===== config.mk =====
export PLATFORM = sky130hd
export DESIGN_NAME = incline_cond
export DESIGN_NICKNAME = d
export VERILOG_FILES = /design/src/rtl/incline_cond.sv
export SDC_FILE = /design/constraint.sdc
export NUM_CORES = 1
export LEC_CHECK = 0
export CORE_ASPECT_RATIO = 0.9
export CORE_MARGIN = 2
export CORE_UTILIZATION = 35
export CTS_CLUSTER_DIAMETER = 150
export DETAILED_ROUTE_END_ITERATION = 8
export HOLD_SLACK_MARGIN = 0.03
export SKIP_CTS_REPAIR_TIMING = 1
export SLEW_MARGIN = 20
export SYNTH_ARGS = -nofsm -noshare
export SYNTH_HDL_FRONTEND = slang
export SYNTH_SLANG_ARGS = --single-unit

===== constraint.sdc =====
create_clock -name clk -period 3.7 [get_ports clk]
set_clock_uncertainty 0.05 [all_clocks]
set_input_delay 0.555 -clock clk [delete_from_list [all_inputs] [get_ports clk]]
set_output_delay 0.555 -clock clk [all_outputs]
set_load 0.03 [all_outputs]

===== src/rtl/incline_cond.sv =====
// Incline conditioning: saturates the raw IMU incline to 10 bits, low-pass filters it,
// tracks filter warm-up and runs an IMU-alive watchdog that latches a sensor fault.
module incline_cond #(
  parameter int unsigned AVG_SHIFT = 4,
  parameter int unsigned WARMUP    = 8,
  parameter int unsigned FAST_SIM  = 0
) (
  input  logic        clk,
  input  logic        rst_n,
  input  logic        vld,
  input  logic [12:0] incline,
  input  logic        clr_fault,
  output logic [9:0]  incline_sat,
  output logic [9:0]  incline_filt,
  output logic        filt_vld,
  output logic        avg_rdy,
  output logic        sensor_fault
);

  localparam int unsigned SAT_W = 10;
  localparam int unsigned ACC_W = SAT_W + AVG_SHIFT;
  localparam int unsigned CNT_W = 4;
  localparam int unsigned WD_W  = 18;
  localparam logic [WD_W-1:0] WD_TERM = (FAST_SIM != 0) ? WD_W'(1023) : WD_W'(262143);

  typedef enum logic [1:0] {
    S_IDLE  = 2'd0,
    S_FILL  = 2'd1,
    S_RUN   = 2'd2,
    S_FAULT = 2'd3
  } state_e;

  state_e                  state_q, state_d;
  logic                    sat_vld_q, sat_vld_d;
  logic [SAT_W-1:0]        incline_sat_q, incline_sat_d;
  logic signed [ACC_W-1:0] acc_q, acc_d;
  logic [CNT_W-1:0]        cnt_q, cnt_d;
  logic [WD_W-1:0]         wd_q, wd_d;
  logic [SAT_W-1:0]        filt_q, filt_d;
  logic                    filt_vld_q, filt_vld_d;
  logic                    avg_rdy_q, avg_rdy_d;
  logic                    fault_q, fault_d;

  logic [SAT_W-1:0]        sat_c;
  logic                    accept_c;
  logic signed [ACC_W-1:0] samp_ext_c;
  logic signed [ACC_W-1:0] seed_c;
  logic signed [ACC_W-1:0] acc_upd_c;

  // Clamp to the 10-bit signed range: bits 12..9 must all match the sign to fit.
  always_comb begin
    sat_c = incline[SAT_W-1:0];
    if (!incline[12] && (|incline[11:9])) begin
      sat_c = 10'h1FF;
    end else if (incline[12] && !(&incline[11:9])) begin
      sat_c = 10'h200;
    end
  end

  // Filter arithmetic: seed scales the sample up so the first average equals it.
  always_comb begin
    samp_ext_c = {{AVG_SHIFT{incline_sat_q[SAT_W-1]}}, incline_sat_q};
    seed_c     = {incline_sat_q, {AVG_SHIFT{1'b0}}};
    acc_upd_c  = acc_q - (acc_q >>> AVG_SHIFT) + samp_ext_c;
  end

  assign accept_c = vld && !clr_fault && (state_q != S_FAULT);

  always_comb begin
    state_d       = state_q;
    sat_vld_d     = 1'b0;
    incline_sat_d = incline_sat_q;
    acc_d         = acc_q;
    cnt_d         = cnt_q;
    wd_d          = '0;
    fault_d       = fault_q;
    filt_vld_d    = 1'b0;

    if (clr_fault) begin
      state_d = S_IDLE;
      acc_d   = '0;
      cnt_d   = '0;
      fault_d = 1'b0;
    end else begin
      if (accept_c) begin
        sat_vld_d     = 1'b1;
        incline_sat_d = sat_c;
      end
      case (state_q)
        S_IDLE: begin
          if (sat_vld_q) begin
            acc_d      = seed_c;
            cnt_d      = CNT_W'(1);
            filt_vld_d = 1'b1;
            state_d    = (WARMUP == 1) ? S_RUN : S_FILL;
          end
        end
        S_FILL, S_RUN: begin
          // Terminal count only trips when no sample arrives in the same cycle.
          if ((wd_q == WD_TERM) && !vld) begin
            state_d = S_FAULT;
            fault_d = 1'b1;
          end else begin
            wd_d = vld ? '0 : wd_q + WD_W'(1);
            if (sat_vld_q) begin
              acc_d      = acc_upd_c;
              filt_vld_d = 1'b1;
              if (state_q == S_FILL) begin
                cnt_d = cnt_q + CNT_W'(1);
                if (cnt_d == CNT_W'(WARMUP)) begin
                  state_d = S_RUN;
                end
              end
            end
          end
        end
        S_FAULT: begin
          fault_d = 1'b1;
        end
        default: ;
      endcase
      if (state_d != state_q) begin
        wd_d = '0;
      end
    end

    filt_d    = (state_d == S_FAULT) ? '0 : SAT_W'(acc_d >>> AVG_SHIFT);
    avg_rdy_d = (state_d == S_RUN);
  end

  always_ff @(posedge clk or negedge rst_n) begin
    if (!rst_n) begin
      state_q       <= S_IDLE;
      sat_vld_q     <= 1'b0;
      incline_sat_q <= '0;
      acc_q         <= '0;
      cnt_q         <= '0;
      wd_q          <= '0;
      filt_q        <= '0;
      filt_vld_q    <= 1'b0;
      avg_rdy_q     <= 1'b0;
      fault_q       <= 1'b0;
    end else begin
      state_q       <= state_d;
      sat_vld_q     <= sat_vld_d;
      incline_sat_q <= incline_sat_d;
      acc_q         <= acc_d;
      cnt_q         <= cnt_d;
      wd_q          <= wd_d;
      filt_q        <= filt_d;
      filt_vld_q    <= filt_vld_d;
      avg_rdy_q     <= avg_rdy_d;
      fault_q       <= fault_d;
    end
  end

  assign incline_sat  = incline_sat_q;
  assign incline_filt = filt_q;
  assign filt_vld     = filt_vld_q;
  assign avg_rdy      = avg_rdy_q;
  assign sensor_fault = fault_q;

endmodule


==> Word-level counts from Yosys, hierarchy flattened <==
Index checks and enable logic that the tools add are counted.
{ "word_totals": {"register_bits": 62, "wordCells": 85, "output_inout_bits": 23, "inputBits": 17} }
{ "classes": {"eq_ne": 14, "n_addsub": 4, "n_bitwise": 1, "reduce_logical": 19, "muxes": 36} }
{ "ops": {"columns": ["op", "n"], "rows": [
  ["$mux W18", 5],
  ["$mux W14", 4],
  ["$mux W10", 3],
  ["$pmux W14 S2", 1],
  ["$mux W4", 5],
  ["$add A18 B1 Y18 const B", 1],
  ["$eq A18 B18 Y1 const B", 1],
  ["$ne A3 B3 Y1 const B", 5],
  ["$add A14 B10 Y14", 1],
  ["$mux W2", 7],
  ["$sub A14 B10 Y14", 1],
  ["$eq A2 B2 Y1 const B", 4],
  ["$pmux W4 S2", 1],
  ["$mux W1", 7],
  ["$reduce_bool A3 Y1", 2],
  ["$logic_and A1 B1 Y1", 5],
  ["$reduce_and A5 Y1", 1],
  ["$add A4 B1 Y4 const B", 1],
  ["$eq A4 B4 Y1 const B", 1],
  ["$logic_not A1 Y1", 4],
  ["$pmux W1 S2", 2],
  ["$pmux W2 S2", 1],
  ["$reduce_and A2 Y1", 2],
  ["$reduce_and A4 Y1", 1],
  ["other kinds (8)", 8]
]} }

==> Longest topological paths before layout <==
Gate-level depths: netlist of the first run.
{ "depth": {"ltp_word": 11, "mapped_depth": 11, "mapped_depth_nobuf": 11} }

==> Worst setup path before layout of the first run <==
Ideal clock, no wire load.
{ "synth_timing": {"kind": "reg2reg", "startpoint": "reg incline_sat_q[1], in the netlist incline_sat[1]", "endpoint": "reg filt_q[8], in the netlist incline_filt[8]", "arrival_ns": 2.859, "stages_incl_launch_ff": 11, "setup_time_ns": 0.111, "slack_ns": 0.679, "path_buffers": 0, "synth_period_minus_slack_ns": 3.021, "required_ns": 3.539, "path_cell_list": "dfrtp_1 > inv_1 > fa_1 > inv_1 > fa_1 > a21o_1 > a211oi_1 > o31ai_1 > a31oi_1 > xor2_1 > a2111oi_2"} }
{ "synth_via": {"elab_chain_cells": 6} }
{ "synth_lines": {"columns": ["item", "line_no", "rtl"], "rows": [
  ["start, declared", "35", "logic [SAT_W-1:0] incline_sat_q, incline_sat_d;"],
  ["start signal, assigned", "146", "incline_sat_q <= incline_sat_d;"],
  ["$add A14 B10 Y14", "64", "acc_upd_c = acc_q - (acc_q >>> AVG_SHIFT) + samp_ext_c;"],
  ["$mux W14", "105", "if (sat_vld_q) begin"],
  ["$mux W14", "100", "if ((wd_q == WD_TERM) && !vld) begin"],
  ["$pmux W14 S2", "89", "case (state_q)"],
  ["$mux W14", "79", "if (clr_fault) begin"],
  ["$mux W10", "127", "filt_d = (state_d == S_FAULT) ? '0 : SAT_W'(acc_d >>> AVG_SHIFT);"],
  ["via filt_d[8]", "39", "logic [SAT_W-1:0] filt_q, filt_d;"],
  ["end signal, assigned", "150", "filt_q <= filt_d;"],
  ["end, declared", "39", null]
]} }
The timed path passes the listed nets, and every way through them passes these cells. The select of a mux whose other input is x is not followed.
A chain may end at the register's enable or synchronous reset.

==> Worst setup path in the final report of the first run <==
Same ends and word-level chain as after synthesis.

==> metrics.cfg, run 1 <==
[finish]
nets = 544
drive_above_1_share = 0.0683
fin_cells = 654
areaGrowthSynthToFinish_pct = 19.9
antennaDiodeCount = 0
n_fill_cell = 1142

[timing]
finalCritPeriodShare = 0.845
slew_headroom = 0.449
setup_violations = 0
hold_viol_final = 0
maxClockFrequency_ghz = 0.320
rsz0062_at_grt = no
slew_violations = 0
tns_ns = 0
tightest_slew_ns = 0.825
period_minus_slack_ns = 3.13

[floorplanning]
coreArea_um2 = 11500
rows = 37
ioPinCount = 40
fp.dieH_um = 107
die_area_um2 = 12700
die_x_um = 119
initial_core_util = 0.360

[synthesis]
synth-compound-area-share = 0.202
yosysSeqAreaShare = 0.375
yosys-mux-area-fraction = 0.00484
netlist_instances = 453
synth_enable_flop_cells = 0
syn_area_um2 = 4140
ys_ff_latch = 62
synthSimpleGateAreaFrac = 0.174
ys_types = 63
yosysWarnings = 0
yosys.area_share.adder = 0.123
synth.net_count = 503
synth-xor-area-share = 0.0508
synth_ff_type = dfrtp_1
async_flop_share = 1.00
synth_top_family_by_area = compound AO/OA/AOI/OAI gates
avgSynthCellArea_um2 = 9.13

[placement]
placed_cells = 639
io_buffers = 39
hpwlAfterDp_mm = 8.18
gp_routability_congestion = 0.916

[clock_tree]
clk_pin_slew_worst_paths_ns = 0.05
cts_tree = done
numCtsBuffers = 9
htreeDepth = 3
clock_latency_ns = 0.33
cts_root_buf = clkbuf_16
clk_path_buf_depth = 2
clkSinkCount = 62

[global_route]
grt_pass1_vias = 3403
grt_max_degree = 34
antenna_found_initial = 0
grtUsageTotal = 0.180
grt_pass1_wl_mm = 18.1
grt-ovfl-total = 0

[job]
cap_violations = 0

[route]
routedWlPerCell_um = 16.8
ant_nets = 0
wl_mm = 11.0
vias_per_cell = 5.31
firstDrtPassIters = 5
vias = 3472
initialDrtViolationCount = 234
drc = 0

[worst_setup_path]
r2r_start = incline_sat[1]
criticalPathCategory = reg2reg
cp_data_arrival_time_ns = 3.29
crit_path_start_kind = flop
crit_path_end_kind = flop
r2r_cells = 10
startpoint = incline_sat[1]
required_ns = 3.86
cp_max_fo = 3

[power]
power_density_nw_per_um2 = 510
p_leak_nw = 2.16
vdd_drop_max_v = 0.000203

[run_status]
outcome = finished clean

[min_path]
min_path_type = in2async

per-layer routing:
metal  routed length, µm  vias up  global-route usage
met4                 166        0              0.0561
li1                    -     1661                   -
met2                5050      100               0.282
met1                5240     1697               0.258
met3                 532       14              0.0245
met5                   0        -                   0
cells in the mapped netlist, types with 2 or more instances:
master	number	share of area
ha_1	20	0.060
a32oi_1	3	0.0064
a22o_1	2	0.0042
o22ai_1	3	0.0045
fa_1	13	0.063
o21bai_1	2	0.0036
and3_1	6	0.0091
dfrtp_1	62	0.38
and2_1	5	0.0076
o31ai_1	3	0.0054
a21oi_1	32	0.039
a31oi_1	3	0.0045
nor2_1	28	0.025
nand4_1	10	0.015
or3_1	3	0.0045
a211o_1	2	0.0042
mux2i_1	2	0.0048
xor2_1	12	0.025
a211oi_1	5	0.0091
nand3b_1	5	0.0091
a22oi_1	4	0.0073
nand3_1	8	0.0097
nor2b_1	7	0.011
buf_2	2	0.0024
nor3_1	15	0.018
a21o_1	9	0.016
nor3b_1	2	0.0036
a221o_1	2	0.0048
o21ai_0	41	0.050
clkbuf_1	7	0.0064
and4_1	2	0.0042
xnor2_1	12	0.025
nand3_2	2	0.0048
nor3_2	3	0.0073
inv_1	58	0.053
nand2b_1	2	0.0030
nand2_1	30	0.027
final timing paths:
path                                         to  slack, ns
worst max register to register  incline_filt[8]       0.57
worst max-delay path            incline_filt[8]       0.57
max in group asynchronous       incline_filt[7]       2.46
worst min-delay path                    wd_q[5]       0.22
min in group clk                       acc_q[3]       0.44
worst min register to register         acc_q[3]       0.44
state kept, by name, summed over array words and instances (netlist names):
signal,cells
incline_filt,10
sensor_fault,1
avg_rdy,1
sat_vld_q,1
acc_q,14
incline_sat,10
filt_vld,1
cnt_q,4
state_q,2
wd_q,18
cell usage in the layout (no fill, tap or decap), types with 6 or more instances in the layout:
cell,count
dfrtp_1,62
inv_1,58
o21ai_0,41
clkdlybuf4s50_1,38
a21oi_1,32
nand2_1,30
nor2_1,28
ha_1,20
nor3_1,15
fa_1,13
xor2_1,12
xnor2_1,12
nand4_1,10
a21o_1,9
clkbuf_16,9
nand3_1,8
nor2b_1,7
and3_1,6
power breakdown:
| part | leakage [nW] | total [W] | internal (W) | switching, W |
|---|---|---|---|---|
| logic | 1.18 | 0.000929 | 0.000382 | 0.000547 |
| registers | 0.842 | 0.000767 | 0.000720 | 0.0000465 |
| clock network | 0.141 | 0.000833 | 0.000533 | 0.000300 |
final cells by class:
cell class                      count  area, µm²  share of cell area
Timing Repair Buffer               42        408              0.0822
Multi-Input combinational cell    321       2300               0.463
Sequential cell                    62       1550               0.313
Inverter                           58        218              0.0439
Clock inverter                      4       47.5             0.00958
Clock buffer                       11        243              0.0489
Tap cell                          156        195              0.0393
metrics by stage:
stage / cell area (µm²) / util / power [W] / hold slack, ns / worst slack [ns]
after floorplan: 4140 / - / 0.00144 / 0.209 / 0.679
after global placement: 4670 / 0.407 / 0.00167 / 0.427 / 0.703
after detailed placement: 4670 / 0.407 / 0.00169 / 0.429 / 0.594
after CTS: 4960 / 0.432 / 0.00253 / 0.252 / 0.581
after global routing: 4960 / 0.432 / 0.00269 / 0.282 / 0.317
final: 4960 / 0.432 / 0.00253 / 0.223 / 0.575
cell families after synthesis:
logic type | count (synthesis)
AOI/OAI and AO/OA | 128
DFF | 62
adders and majority gates | 33
muxes | 2
xor gates and xnor gates | 24
buffers and inverters | 70
and+or+nand+nor | 134
critical path: stages, from the launching register on:
cell	delay [ns]
dfrtp_1	0.37
inv_1	0.08
fa_1	0.53
inv_1	0.07
fa_1	0.47
a21o_1	0.23
a211oi_1	0.34
o31ai_1	0.17
a31oi_1	0.22
xor2_1	0.12
a2111oi_2	0.37
Power figures use the tool's default switching activity.
==> run 2: changes to the inputs <==
==> constraint.sdc (replaced) <==
create_clock -name clk -period 2.8 [get_ports clk]
set_clock_uncertainty 0.05 [all_clocks]
set_input_delay 0.42 -clock clk [delete_from_list [all_inputs] [get_ports clk]]
set_output_delay 0.42 -clock clk [all_outputs]
set_load 0.03 [all_outputs]
==> metrics.cfg, run 2 (synthesis results as in run 1) <==
[job]
cap_violations = 0  ; unchanged

[finish]
final_cell_mix = dfrtp_1 (58), inv_1 (52), o21ai_0 (39)
fin_cells = 681  ; +4.1%
nets = 570  ; +4.8%
layout_commonest_cell = dfrtp_1
areaGrowthSynthToFinish_pct = 27.7
drive_above_1_share = 0.168  ; +0.0993
antennaDiodeCount = 0  ; unchanged
reg_top3 = wd_q x18, acc_q x14
largest_reg_flops = 18  ; unchanged
top_register = wd_q
final_cell_area_um2 = 5280  ; +6.5%
fin_util = 0.460  ; +0.0281

[clock_tree]
clkSinkCount = 62  ; unchanged
clock_latency_ns = 0.33  ; about the same
clk_path_buf_depth = 2  ; unchanged
numCtsBuffers = 9  ; unchanged
cts_tree = done
cts_root_buf = clkbuf_16
clk_pin_slew_worst_paths_ns = 0.06  ; about the same
htreeDepth = 3  ; unchanged

[worst_setup_path]
required_ns = 2.97  ; -0.89 ns
critPathMaxStageDelay_ns = 0.54  ; about the same
crit_path_start_kind = flop
cp_data_arrival_time_ns = 3.00  ; -0.29 ns
r2r_cells = 10  ; unchanged
cp_max_fo = 3  ; unchanged
crit_slowest_cell = fa_1
crit_path_end_kind = flop
path_common_cell = inv_2
path_cells = inv_2, fa_1, inv_2, fa_2, a21o_1, a211oi_2, o31ai_2, a31oi_1, xor2_1, a2111oi_2
criticalPathCategory = reg2reg

[route]
routedWlPerCell_um = 17.0  ; +0.84%
firstDrtPassIters = 5  ; unchanged
wl_mm = 11.5  ; +5.0%
vias_per_cell = 5.31  ; about the same
vias = 3618  ; +4.2%
initialDrtViolationCount = 292  ; +25%
ant_nets = 0  ; unchanged
drc = 0  ; unchanged

[timing]
setup_violations = 3  ; +3
slew_violations = 0  ; unchanged
timing.final.ws_setup_ns = -0.0306  ; -0.605 ns
tightest_slew_ns = 0.832  ; +0.00726 ns
slew_headroom = 0.444  ; -0.00485
finalCritPeriodShare = 1.01  ; +0.166
rsz0062_at_grt = yes
tns_ns = -0.0722  ; -0.0722 ns
maxClockFrequency_ghz = 0.353  ; +10%
hold_viol_final = 8  ; +8
period_minus_slack_ns = 2.83  ; -0.295 ns
holdWs_ns = -0.00744  ; -0.231 ns

[global_route]
grt_pass1_wl_mm = 18.4  ; +1.5%
antenna_found_initial = 0  ; unchanged
grtUsageTotal = 0.185  ; +0.00522
grt_pass1_vias = 3514  ; +3.3%
grt-ovfl-total = 0  ; unchanged
grt_max_degree = 26  ; -24%

[floorplanning]
die_area_um2 = 12700  ; unchanged
fp.dieH_um = 107  ; unchanged
die_x_um = 119  ; unchanged
coreArea_um2 = 11500  ; unchanged
initial_core_util = 0.360  ; unchanged
ioPinCount = 40  ; unchanged
rows = 37  ; unchanged

[power]
p_sw_w = 0.00131  ; +46%
pwr-share-clk = 0.311  ; -0.018
power_frac_comb = 0.412  ; +0.045
p_leak_nw = 2.30  ; +6.3%
seqPwrFrac = 0.277  ; -0.026
vdd_drop_max_v = 0.000271  ; +34%
power_density_nw_per_um2 = 686  ; +35%
p_int_w = 0.00232  ; +42%
switching_share = 0.361  ; +0.00742

[placement]
hpwlAfterDp_mm = 8.74  ; +6.8%
io_buffers = 39  ; unchanged
gp_routability_congestion = 0.973  ; +6.3%
placed_cells = 661  ; +3.4%
place_ws_ns = -0.101  ; -0.695 ns
dpl_cell_area_um2 = 4860  ; +4.0%

[min_path]
min_path_type = in2async

[run_status]
outcome = finished with violations
violations = negative hold slack, negative setup slack

[run 2: per-layer routing]
metal  up-vias  track usage  wire length, µm
met1      1752        0.258             5270
met3        16       0.0271              670
li1       1719            -                -
met2       131        0.298             5420
met4         0       0.0612              182
met5         -            0                0
[run 2: through the flow]
stage / power (W) / hold WS [ns]
2_1_floorplan: 0.00192 / 0.0744
3_3_place_gp: 0.00233 / 0.360
3_5_place_dp: 0.00235 / 0.360
4_1_cts: 0.00348 / 0.00538
5_1_grt: 0.00384 / 0.0305
6_report: 0.00363 / -0.00744
[run 2: path summary, 6_finish.rpt]
| kind | from | slack, ns | endpoint |
|---|---|---|---|
| max | acc_q[1] | -0.03 | incline_filt[8] |
| min | rst_n | -0.007 | wd_q[4] |
| max reg2reg | acc_q[1] | -0.03 | incline_filt[8] |
| min reg2reg | wd_q[0] | 0.45 | wd_q[0] |
| max in group asynchronous | rst_n | 2.01 | cnt_q[2] |
| min in group clk | wd_q[0] | 0.45 | wd_q[0] |
[run 2: power groups by stage]
stage | combinational, W | clock [W] | sequential [W]
4_1_cts | 0.00134 | 0.00114 | 0.00100
5_1_grt | 0.00165 | 0.00119 | 0.00101
6_report | 0.00149 | 0.00113 | 0.00101
3_5_place_dp | 0.00133 | 0 | 0.00102
3_3_place_gp | 0.00131 | 0 | 0.00102
2_1_floorplan | 0.000845 | 0 | 0.00108
[run 2: area by class of cell]
type | instances | area (µm²)
Clock buffer | 9 | 225
Clock inverter | 7 | 73.8
Fill cell | 1119 | 6200
Inverter | 58 | 218
Multi-Input combinational cell | 321 | 2400
Sequential cell | 62 | 1560
Tap cell | 156 | 195
Timing Repair Buffer | 68 | 611
[run 2: critical path: cells and delay by family, from the launching register on]
kind	cells	cell delay (ns)
AO/OA/AOI/OAI	5	1.18
XOR/XNOR	1	0.12
adder cells (fa/ha/maj)	2	0.90
buffers and inverters	2	0.10
flip-flops	1	0.37
